## config.mk

```make
export PLATFORM = sky130hd
export DESIGN_NAME = status_array_arbiter
export DESIGN_NICKNAME = d
export VERILOG_FILES = /design/src/rtl/status_array_arbiter_pkg.sv /design/src/rtl/status_arb_grant.sv /design/src/rtl/status_array_arbiter.sv
export SDC_FILE = /design/constraint.sdc
export NUM_CORES = 1
export LEC_CHECK = 0
export ABC_AREA = 0
export BUFFER_PORTS_ARGS = -buffer_cell sky130_fd_sc_hd__buf_2
export CORE_MARGIN = 1
export CORE_UTILIZATION = 38
export CTS_CLUSTER_SIZE = 25
export DETAILED_ROUTE_END_ITERATION = 12
export PLACE_DENSITY = 0.8
export SETUP_SLACK_MARGIN = 0.1
export SKIP_CTS_REPAIR_TIMING = 1
export SLEW_MARGIN = 0
export SYNTH_ARGS = -nofsm -noshare
export SYNTH_HDL_FRONTEND = slang
export SYNTH_SLANG_ARGS = --single-unit
```

## constraint.sdc

```tcl
create_clock -name clk -period 2.2 [get_ports clk]
set_clock_uncertainty 0.2 [all_clocks]
set_input_delay 0 -clock clk [delete_from_list [all_inputs] [get_ports clk]]
set_output_delay 0 -clock clk [all_outputs]
set_load 0.05 [all_outputs]
```

## src/rtl/status_array_arbiter_pkg.sv

```systemverilog
// Purpose    : shared widths, source encodings and FSM state type for the status array arbiter.
// Latency    : n/a (types and constants only).
// Backpressure: n/a.
package status_array_arbiter_pkg;

    // Status array geometry shared with status_array_wrapper.
    localparam int SA_ADDR_WIDTH = 3;
    localparam int SA_ROW_WIDTH  = 8;
    localparam int SA_NUM_BLOCKS = 4;

    // Source bit carried in the MSB of the wrapper-side tag.
    localparam logic SRC_LOOKUP = 1'b0;
    localparam logic SRC_UPDATE = 1'b1;

    typedef enum logic {
        S_ARB   = 1'b0,
        S_FLUSH = 1'b1
    } arb_state_t;

    // Counter width able to hold 0..max_streak (at least one bit).
    function automatic int streak_width(input int max_streak);
        return (max_streak < 1) ? 1 : $clog2(max_streak + 1);
    endfunction

endpackage

```

## src/rtl/status_arb_grant.sv

```systemverilog
// Purpose    : two-way lookup/update priority; update wins unless its streak limit is reached.
// Latency    : combinational.
// Backpressure: none; grants are qualified by the caller.
// Ports: i_lk_valid/i_up_valid requester valids, i_upd_streak consecutive update grants
//        while a lookup waited, o_grant_lk/o_grant_up one-hot (or zero) grant.
module status_arb_grant
    import status_array_arbiter_pkg::*;
#(
    parameter int MAX_UPD_STREAK = 3,
    parameter int STREAK_W       = streak_width(MAX_UPD_STREAK)
) (
    input  logic                i_lk_valid,
    input  logic                i_up_valid,
    input  logic [STREAK_W-1:0] i_upd_streak,
    output logic                o_grant_lk,
    output logic                o_grant_up
);

    logic w_streak_full;

    assign w_streak_full = (i_upd_streak == STREAK_W'(MAX_UPD_STREAK));

    // Updates normally win; a lookup that has been starved for MAX_UPD_STREAK
    // update grants takes the next slot.
    assign o_grant_lk = i_lk_valid & (~i_up_valid | w_streak_full);
    assign o_grant_up = i_up_valid & ~(i_lk_valid & w_streak_full);

endmodule

```

## src/rtl/status_array_arbiter.sv

```systemverilog
// Purpose    : arbitrates lookup/update access to the status array and sequences a full-array flush.
// Latency    : accepted request appears on o_sa_* one cycle later; responses routed combinationally.
// Backpressure: readies and all state advance only when i_sa_ready & ~i_halt; o_sa_* hold otherwise.
// Ports: clk/arst_n; i_halt stall; i_lk_* lookup request, o_lk_ready; i_up_* update request,
//        o_up_ready; i_flush/o_flush_done; o_sa_* registered wrapper request, i_sa_ready;
//        i_sa_* wrapper response; o_lk_rsp_* lookup response.
// Config: STATUS_ARB_FLUSH_EN enables the flush sequencer; undefined, i_flush is ignored.
module status_array_arbiter
    import status_array_arbiter_pkg::*;
#(
    parameter int TAG_WIDTH      = 1,
    parameter int MAX_UPD_STREAK = 3,
    parameter int ADDR_WIDTH     = SA_ADDR_WIDTH,
    parameter int ROW_WIDTH      = SA_ROW_WIDTH,
    parameter int NUM_BLOCKS     = SA_NUM_BLOCKS
) (
    input  logic                  clk,
    input  logic                  arst_n,
    input  logic                  i_halt,
    input  logic                  i_lk_valid,
    input  logic [ADDR_WIDTH-1:0] i_lk_addr,
    input  logic [TAG_WIDTH-1:0]  i_lk_tag,
    output logic                  o_lk_ready,
    input  logic                  i_up_valid,
    input  logic [ADDR_WIDTH-1:0] i_up_addr,
    input  logic [ROW_WIDTH-1:0]  i_up_data,
    input  logic [NUM_BLOCKS-1:0] i_up_wmask,
    output logic                  o_up_ready,
    input  logic                  i_flush,
    output logic                  o_flush_done,
    output logic [TAG_WIDTH:0]    o_sa_tag,
    output logic [ADDR_WIDTH-1:0] o_sa_addr,
    output logic [ROW_WIDTH-1:0]  o_sa_data,
    output logic                  o_sa_wen,
    output logic [NUM_BLOCKS-1:0] o_sa_wmask,
    output logic                  o_sa_valid,
    input  logic                  i_sa_ready,
    input  logic [TAG_WIDTH:0]    i_sa_tag,
    input  logic [ROW_WIDTH-1:0]  i_sa_data,
    input  logic                  i_sa_valid,
    output logic                  o_lk_rsp_valid,
    output logic [TAG_WIDTH-1:0]  o_lk_rsp_tag,
    output logic [ROW_WIDTH-1:0]  o_lk_rsp_data
);

    localparam int STREAK_W = streak_width(MAX_UPD_STREAK);

    arb_state_t            r_state;
    arb_state_t            w_state_nxt;
    logic [STREAK_W-1:0]   r_upd_streak;
    logic                  w_adv;
    logic                  w_grant_lk;
    logic                  w_grant_up;
    logic                  w_flush_req;
    logic                  w_last_row;
    logic [ADDR_WIDTH-1:0] w_row_cnt;
    logic                  w_lk_ready;
    logic                  w_up_ready;
    logic                  w_done_nxt;

    logic [TAG_WIDTH:0]    w_nxt_tag;
    logic [ADDR_WIDTH-1:0] w_nxt_addr;
    logic [ROW_WIDTH-1:0]  w_nxt_data;
    logic                  w_nxt_wen;
    logic [NUM_BLOCKS-1:0] w_nxt_wmask;
    logic                  w_nxt_valid;

    logic                  r_flush_done;
    logic [TAG_WIDTH:0]    r_sa_tag;
    logic [ADDR_WIDTH-1:0] r_sa_addr;
    logic [ROW_WIDTH-1:0]  r_sa_data;
    logic                  r_sa_wen;
    logic [NUM_BLOCKS-1:0] r_sa_wmask;
    logic                  r_sa_valid;

    assign w_adv = i_sa_ready & ~i_halt;

    status_arb_grant #(
        .MAX_UPD_STREAK (MAX_UPD_STREAK),
        .STREAK_W       (STREAK_W)
    ) u_grant (
        .i_lk_valid   (i_lk_valid),
        .i_up_valid   (i_up_valid),
        .i_upd_streak (r_upd_streak),
        .o_grant_lk   (w_grant_lk),
        .o_grant_up   (w_grant_up)
    );

`ifdef STATUS_ARB_FLUSH_EN
    localparam logic [ADDR_WIDTH-1:0] LAST_ROW = '1;

    logic                  r_flush_pend;
    logic [ADDR_WIDTH-1:0] r_row_cnt;

    // A pulse arriving this cycle already pre-empts arbitration, so it never
    // loses to a requester even before flush_pend is visible.
    assign w_flush_req = r_flush_pend | i_flush;
    assign w_row_cnt   = r_row_cnt;
    assign w_last_row  = (r_state == S_FLUSH) && (r_row_cnt == LAST_ROW);

    always_ff @(posedge clk or negedge arst_n) begin
        if (!arst_n) begin
            r_flush_pend <= 1'b0;
            r_row_cnt    <= '0;
        end else begin
            // The pulse is latched even while halted so a flush is never lost;
            // pulses arriving during an active flush are dropped.
            if (w_adv && (r_state == S_ARB) && w_flush_req) begin
                r_flush_pend <= 1'b0;
                r_row_cnt    <= '0;
            end else if (i_flush && (r_state == S_ARB)) begin
                r_flush_pend <= 1'b1;
            end
            if (w_adv && (r_state == S_FLUSH)) begin
                r_row_cnt <= r_row_cnt + ADDR_WIDTH'(1);
            end
        end
    end
`else
    logic w_unused_flush;

    assign w_unused_flush = i_flush;
    assign w_flush_req    = 1'b0;
    assign w_row_cnt      = '0;
    assign w_last_row     = 1'b0;
`endif

    always_ff @(posedge clk or negedge arst_n) begin
        if (!arst_n) begin
            r_state <= S_ARB;
        end else begin
            r_state <= w_state_nxt;
        end
    end

    always_comb begin
        w_state_nxt = r_state;
        w_lk_ready  = 1'b0;
        w_up_ready  = 1'b0;
        w_done_nxt  = 1'b0;
        w_nxt_tag   = '0;
        w_nxt_addr  = '0;
        w_nxt_data  = '0;
        w_nxt_wen   = 1'b0;
        w_nxt_wmask = '0;
        w_nxt_valid = 1'b0;
        case (r_state)
            S_ARB: begin
                if (w_adv) begin
                    if (w_flush_req) begin
                        // Entry cycle: nothing is issued and no requester is readied.
                        w_state_nxt = S_FLUSH;
                    end else if (w_grant_lk) begin
                        w_lk_ready  = 1'b1;
                        w_nxt_tag   = {SRC_LOOKUP, i_lk_tag};
                        w_nxt_addr  = i_lk_addr;
                        w_nxt_valid = 1'b1;
                    end else if (w_grant_up) begin
                        w_up_ready  = 1'b1;
                        w_nxt_tag   = {SRC_UPDATE, {TAG_WIDTH{1'b0}}};
                        w_nxt_addr  = i_up_addr;
                        w_nxt_data  = i_up_data;
                        w_nxt_wen   = 1'b1;
                        w_nxt_wmask = i_up_wmask;
                        w_nxt_valid = 1'b1;
                    end
                end
            end
            S_FLUSH: begin
                if (w_adv) begin
                    w_nxt_tag   = {SRC_UPDATE, {TAG_WIDTH{1'b0}}};
                    w_nxt_addr  = w_row_cnt;
                    w_nxt_wen   = 1'b1;
                    w_nxt_wmask = '1;
                    w_nxt_valid = 1'b1;
                    if (w_last_row) begin
                        w_state_nxt = S_ARB;
                        w_done_nxt  = 1'b1;
                    end
                end
            end
            default: begin
                w_state_nxt = S_ARB;
            end
        endcase
    end

    // Streak counts update grants that made a waiting lookup wait longer.
    always_ff @(posedge clk or negedge arst_n) begin
        if (!arst_n) begin
            r_upd_streak <= '0;
        end else if (w_adv) begin
            if (!i_lk_valid || w_lk_ready) begin
                r_upd_streak <= '0;
            end else if (w_up_ready && (r_upd_streak != STREAK_W'(MAX_UPD_STREAK))) begin
                r_upd_streak <= r_upd_streak + STREAK_W'(1);
            end
        end
    end

    always_ff @(posedge clk or negedge arst_n) begin
        if (!arst_n) begin
            r_sa_tag     <= '0;
            r_sa_addr    <= '0;
            r_sa_data    <= '0;
            r_sa_wen     <= 1'b0;
            r_sa_wmask   <= '0;
            r_sa_valid   <= 1'b0;
            r_flush_done <= 1'b0;
        end else begin
            // Done is a pulse, so it is not held across a stall.
            r_flush_done <= w_done_nxt;
            if (w_adv) begin
                r_sa_tag   <= w_nxt_tag;
                r_sa_addr  <= w_nxt_addr;
                r_sa_data  <= w_nxt_data;
                r_sa_wen   <= w_nxt_wen;
                r_sa_wmask <= w_nxt_wmask;
                r_sa_valid <= w_nxt_valid;
            end
        end
    end

    assign o_lk_ready   = w_lk_ready;
    assign o_up_ready   = w_up_ready;
    assign o_flush_done = r_flush_done;
    assign o_sa_tag     = r_sa_tag;
    assign o_sa_addr    = r_sa_addr;
    assign o_sa_data    = r_sa_data;
    assign o_sa_wen     = r_sa_wen;
    assign o_sa_wmask   = r_sa_wmask;
    assign o_sa_valid   = r_sa_valid;

    // Only lookup-sourced responses go back; update and flush writes are dropped.
    assign o_lk_rsp_valid = i_sa_valid & (i_sa_tag[TAG_WIDTH] == SRC_LOOKUP);
    assign o_lk_rsp_tag   = i_sa_tag[TAG_WIDTH-1:0];
    assign o_lk_rsp_data  = i_sa_data;

endmodule

```

==> metrics.md <==
| Metric | Value |
|---|---|
| Initial Util | `40.10%` |
| Commonest cells in the netlist | `dfrtp_1 (20), a22o_1 (13), buf_4 (11)` |
| Synth Register Bits | `20` |
| Tot Pwr | `1.104 mW` |
| CTS sink cnt | `20` |
| DR vias | `slightly below 900` |
| Fin area | `between 1500 and 2000 sq um` |
| Slowest-stage cell, CP | `dfrtp_1` |
| PwrDens | `between 700 and 800 nW/um^2` |
| Finished Core Util | `around 68%` |
| Die H | `around 50 um` |
| Asr flop ratio synth | `between 90% and 100%` |
| Total grt overflow | `0` |
| Share of layout cells above drive strength 1 | `around two fifths` |
| CTS tree | `done` |
| Clk root buf | `clkbuf_4` |
| Area after DPL | `~1100 sq um` |
| Top cells by area, synth | `dfrtp_1 (56%), a22o_1 (13%), buf_4 (9.3%)` |
| Hold_sp | `i_sa_ready` |
| ANT nets after route | `0` |
| First-pass GRT wire length | `2.856 mm` |
| Area of the mapped netlist | `~890 sq um` |
| Crit path from | `r_upd_streak[0]$_DFFE_PN0P_` |
| Max Clk Rate | `around 0.52 GHz` |
| Clk slew on worst S/H paths | `100 ps` |
| Inst Count DP | `approximately 130` |
| Via density | `between 4 and 5` |
| Seq/Total Area, Yosys | `between 50% and 60%` |
| Number of synthesized flops with an enable pin | `0` |
| Max Cap Viol | `0` |
| Final worst path period share | `87.42%` |
| CP peak stage delay | `between 300 and 400 ps` |
| Antenna Cells | `0` |
| Crit path cell chain | `ha_1 > nor2b_1 > nor2_1 > buf_2` |
| Leak | `between 0.7 and 0.8 nW` |
| Type of destination of the critical path | `primary output` |
| I/O Pins | `69` |
| Drt initial violations | `13` |
| Residual DRC | `0` |
| Startpoint Class | `register` |
| Largest net degree at the start of global routing | `23` |
| Crit path DAT | `1720 ps` |
| RSZ-0062 raised after global routing | `false` |
| Syn Nets | `107` |
| Setup violators final | `0` |
| Final weighted congestion in routability-driven placement | `about 0.72` |
| Die width | `about 50 um` |
| Syn Area/Cell | `12.86 sq um` |
| Nets | `between 150 and 200` |
| Final hold viol count | `0` |
| Slew @ Worst Pin | `~530 ps` |
| Antenna violations before repair | `0` |
| Top cell type's share of synthesized area | `about 56%` |
| Total CTS buffers | `3` |
| Final WL | `~2.5 mm` |
| Minimum clock period | `roughly 1900 ps` |
| IO buf count | `48` |
| Hold Crit Class | `input port to register` |
| Clock latency on the worst-skew pair | `between 200 and 300 ps` |
| Syn. warnings | `0` |
| Mapped Cells | `69` |
| Slew Viols, Final | `0` |
| Fillers | `160` |
| Ys flop type | `dfrtp_1` |
| Area grow syn2layout | `69.25%` |
| Setup TNS | `0 ps` |
| Crit path max fanout | `6` |
| Core ar. | `about 2200 sq um` |
| Site Rows | `17` |
| H-tree level count | `1` |
| First drt pass iteration count | `4` |
| Top-count cell post-synth | `dfrtp_1` |
| Max rail drop VDD | `0.0005743 V` |
| DP Wirelength | `1.362 mm` |
| Layout Cells excl Fill | `between 150 and 200` |
| Vias in the first global route | `around 660` |
| WS Path Type | `register to primary output` |
| Synth cell types | `22` |
| CP required | `roughly 2000 ps` |
| Status | `complete, no violations` |
| Relative slew slack | `64.56%` |
| Yosys top cell by area | `dfrtp_1` |
| Gr usage total | `~15%` |
| Reg2reg start | `r_upd_streak[0]$_DFFE_PN0P_` |
| Die area | `2532 sq um` |
| Clock tree buffer depth | `2` |
| WL/cell | `around 14 um` |
kinds of logic (layout without fill, tap and decap cells):
kind of cell    Yosys count  count (layout)  synth area share [%]
buf+inv                  15              93                 12.13
fa+ha+maj                 1               1                 1.410
flops                    20              20                 56.42
simple gates             11              11                 7.757
other cells               1               1                0.4227
compound gates           21              21                 21.86
cell usage in the layout, fill, tap and decap left out, types with 2 or more instances in the layout:
master	count
buf_2	48
dlygate4sd3_1	36
dfrtp_1	20
a22o_1	13
buf_4	4
a221o_1	3
clkbuf_4	3
nor2b_1	2
nand2_1	2
and2_1	2
worst paths after layout:
path | cells past startpoint | to | slack, ps
worst max-delay path | 4 | o_lk_ready | 280
worst min-delay path | 4 | r_upd_streak[0]$_DFFE_PN0P_ | 2
worst max register to register | 5 | r_upd_streak[1]$_DFFE_PN0P_ | 280
worst min register to register | 1 | o_sa_valid$_DFFE_PN0P_ | 300
max in group asynchronous | 3 | o_sa_wmask[2]$_DFFE_PN0P_ | 910
min in group asynchronous | 3 | o_sa_tag[0]$_DFFE_PN0P_ | 500
sequential cells by signal, indices dropped and copies added, names as in the netlist:
| name | flops |
|---|---|
| o_sa_addr | 3 |
| o_sa_data | 8 |
| o_sa_tag | 2 |
| o_sa_valid | 1 |
| o_sa_wmask | 4 |
| r_upd_streak | 2 |
critical path, delay by kind of cell (launching register included):
family / cells / cell delay [ps]
adders and majority gates: 1 / 240
buffers and inverters: 1 / 360
and+or+nand+nor: 2 / 440
DFF: 1 / 390
power breakdown:
group	leakage [nW]	total [mW]	switching [mW]	internal [mW]
Sequential	0.260	0.429	0.0223	0.407
Clock	0.0279	0.292	0.108	0.184
Combinational	0.499	0.383	0.257	0.126
through the flow:
step	hold WS, ps	setup WS, ps
after floorplan	-495.6	188.6
final	1.902	276.7
after global placement	-245.4	407.2
after detailed placement	-234.0	337.7
after global routing	20.33	145.7
after CTS	-567.1	99.83
metal layers:
| metal | vias to the layer above | share of wire [%] | track usage [%] |
|---|---|---|---|
| met5 | - | 0 | 0 |
| met4 | 0 | 0 | 2.778 |
| met3 | 0 | 7.3 | 4.848 |
| met2 | 52 | 54 | 26.00 |
| met1 | 427 | 39 | 17.90 |
| li1 | 394 | - | - |
area by class of cell:
| class | count | area, sq um | share of cell area [%] |
|---|---|---|---|
| clock buffer | 3 | 22.52 | 1.500 |
| timing repair buffer | 88 | 630.6 | 42.00 |
| clock inverter | 1 | 30.03 | 2.000 |
| sequential | 20 | 500.5 | 33.33 |
| inverter | 1 | 3.754 | 0.2500 |
| tap | 28 | 35.03 | 2.333 |
| multi-input combinational | 34 | 279.0 | 18.58 |
Note: power is estimated with default switching activity, not from simulation.
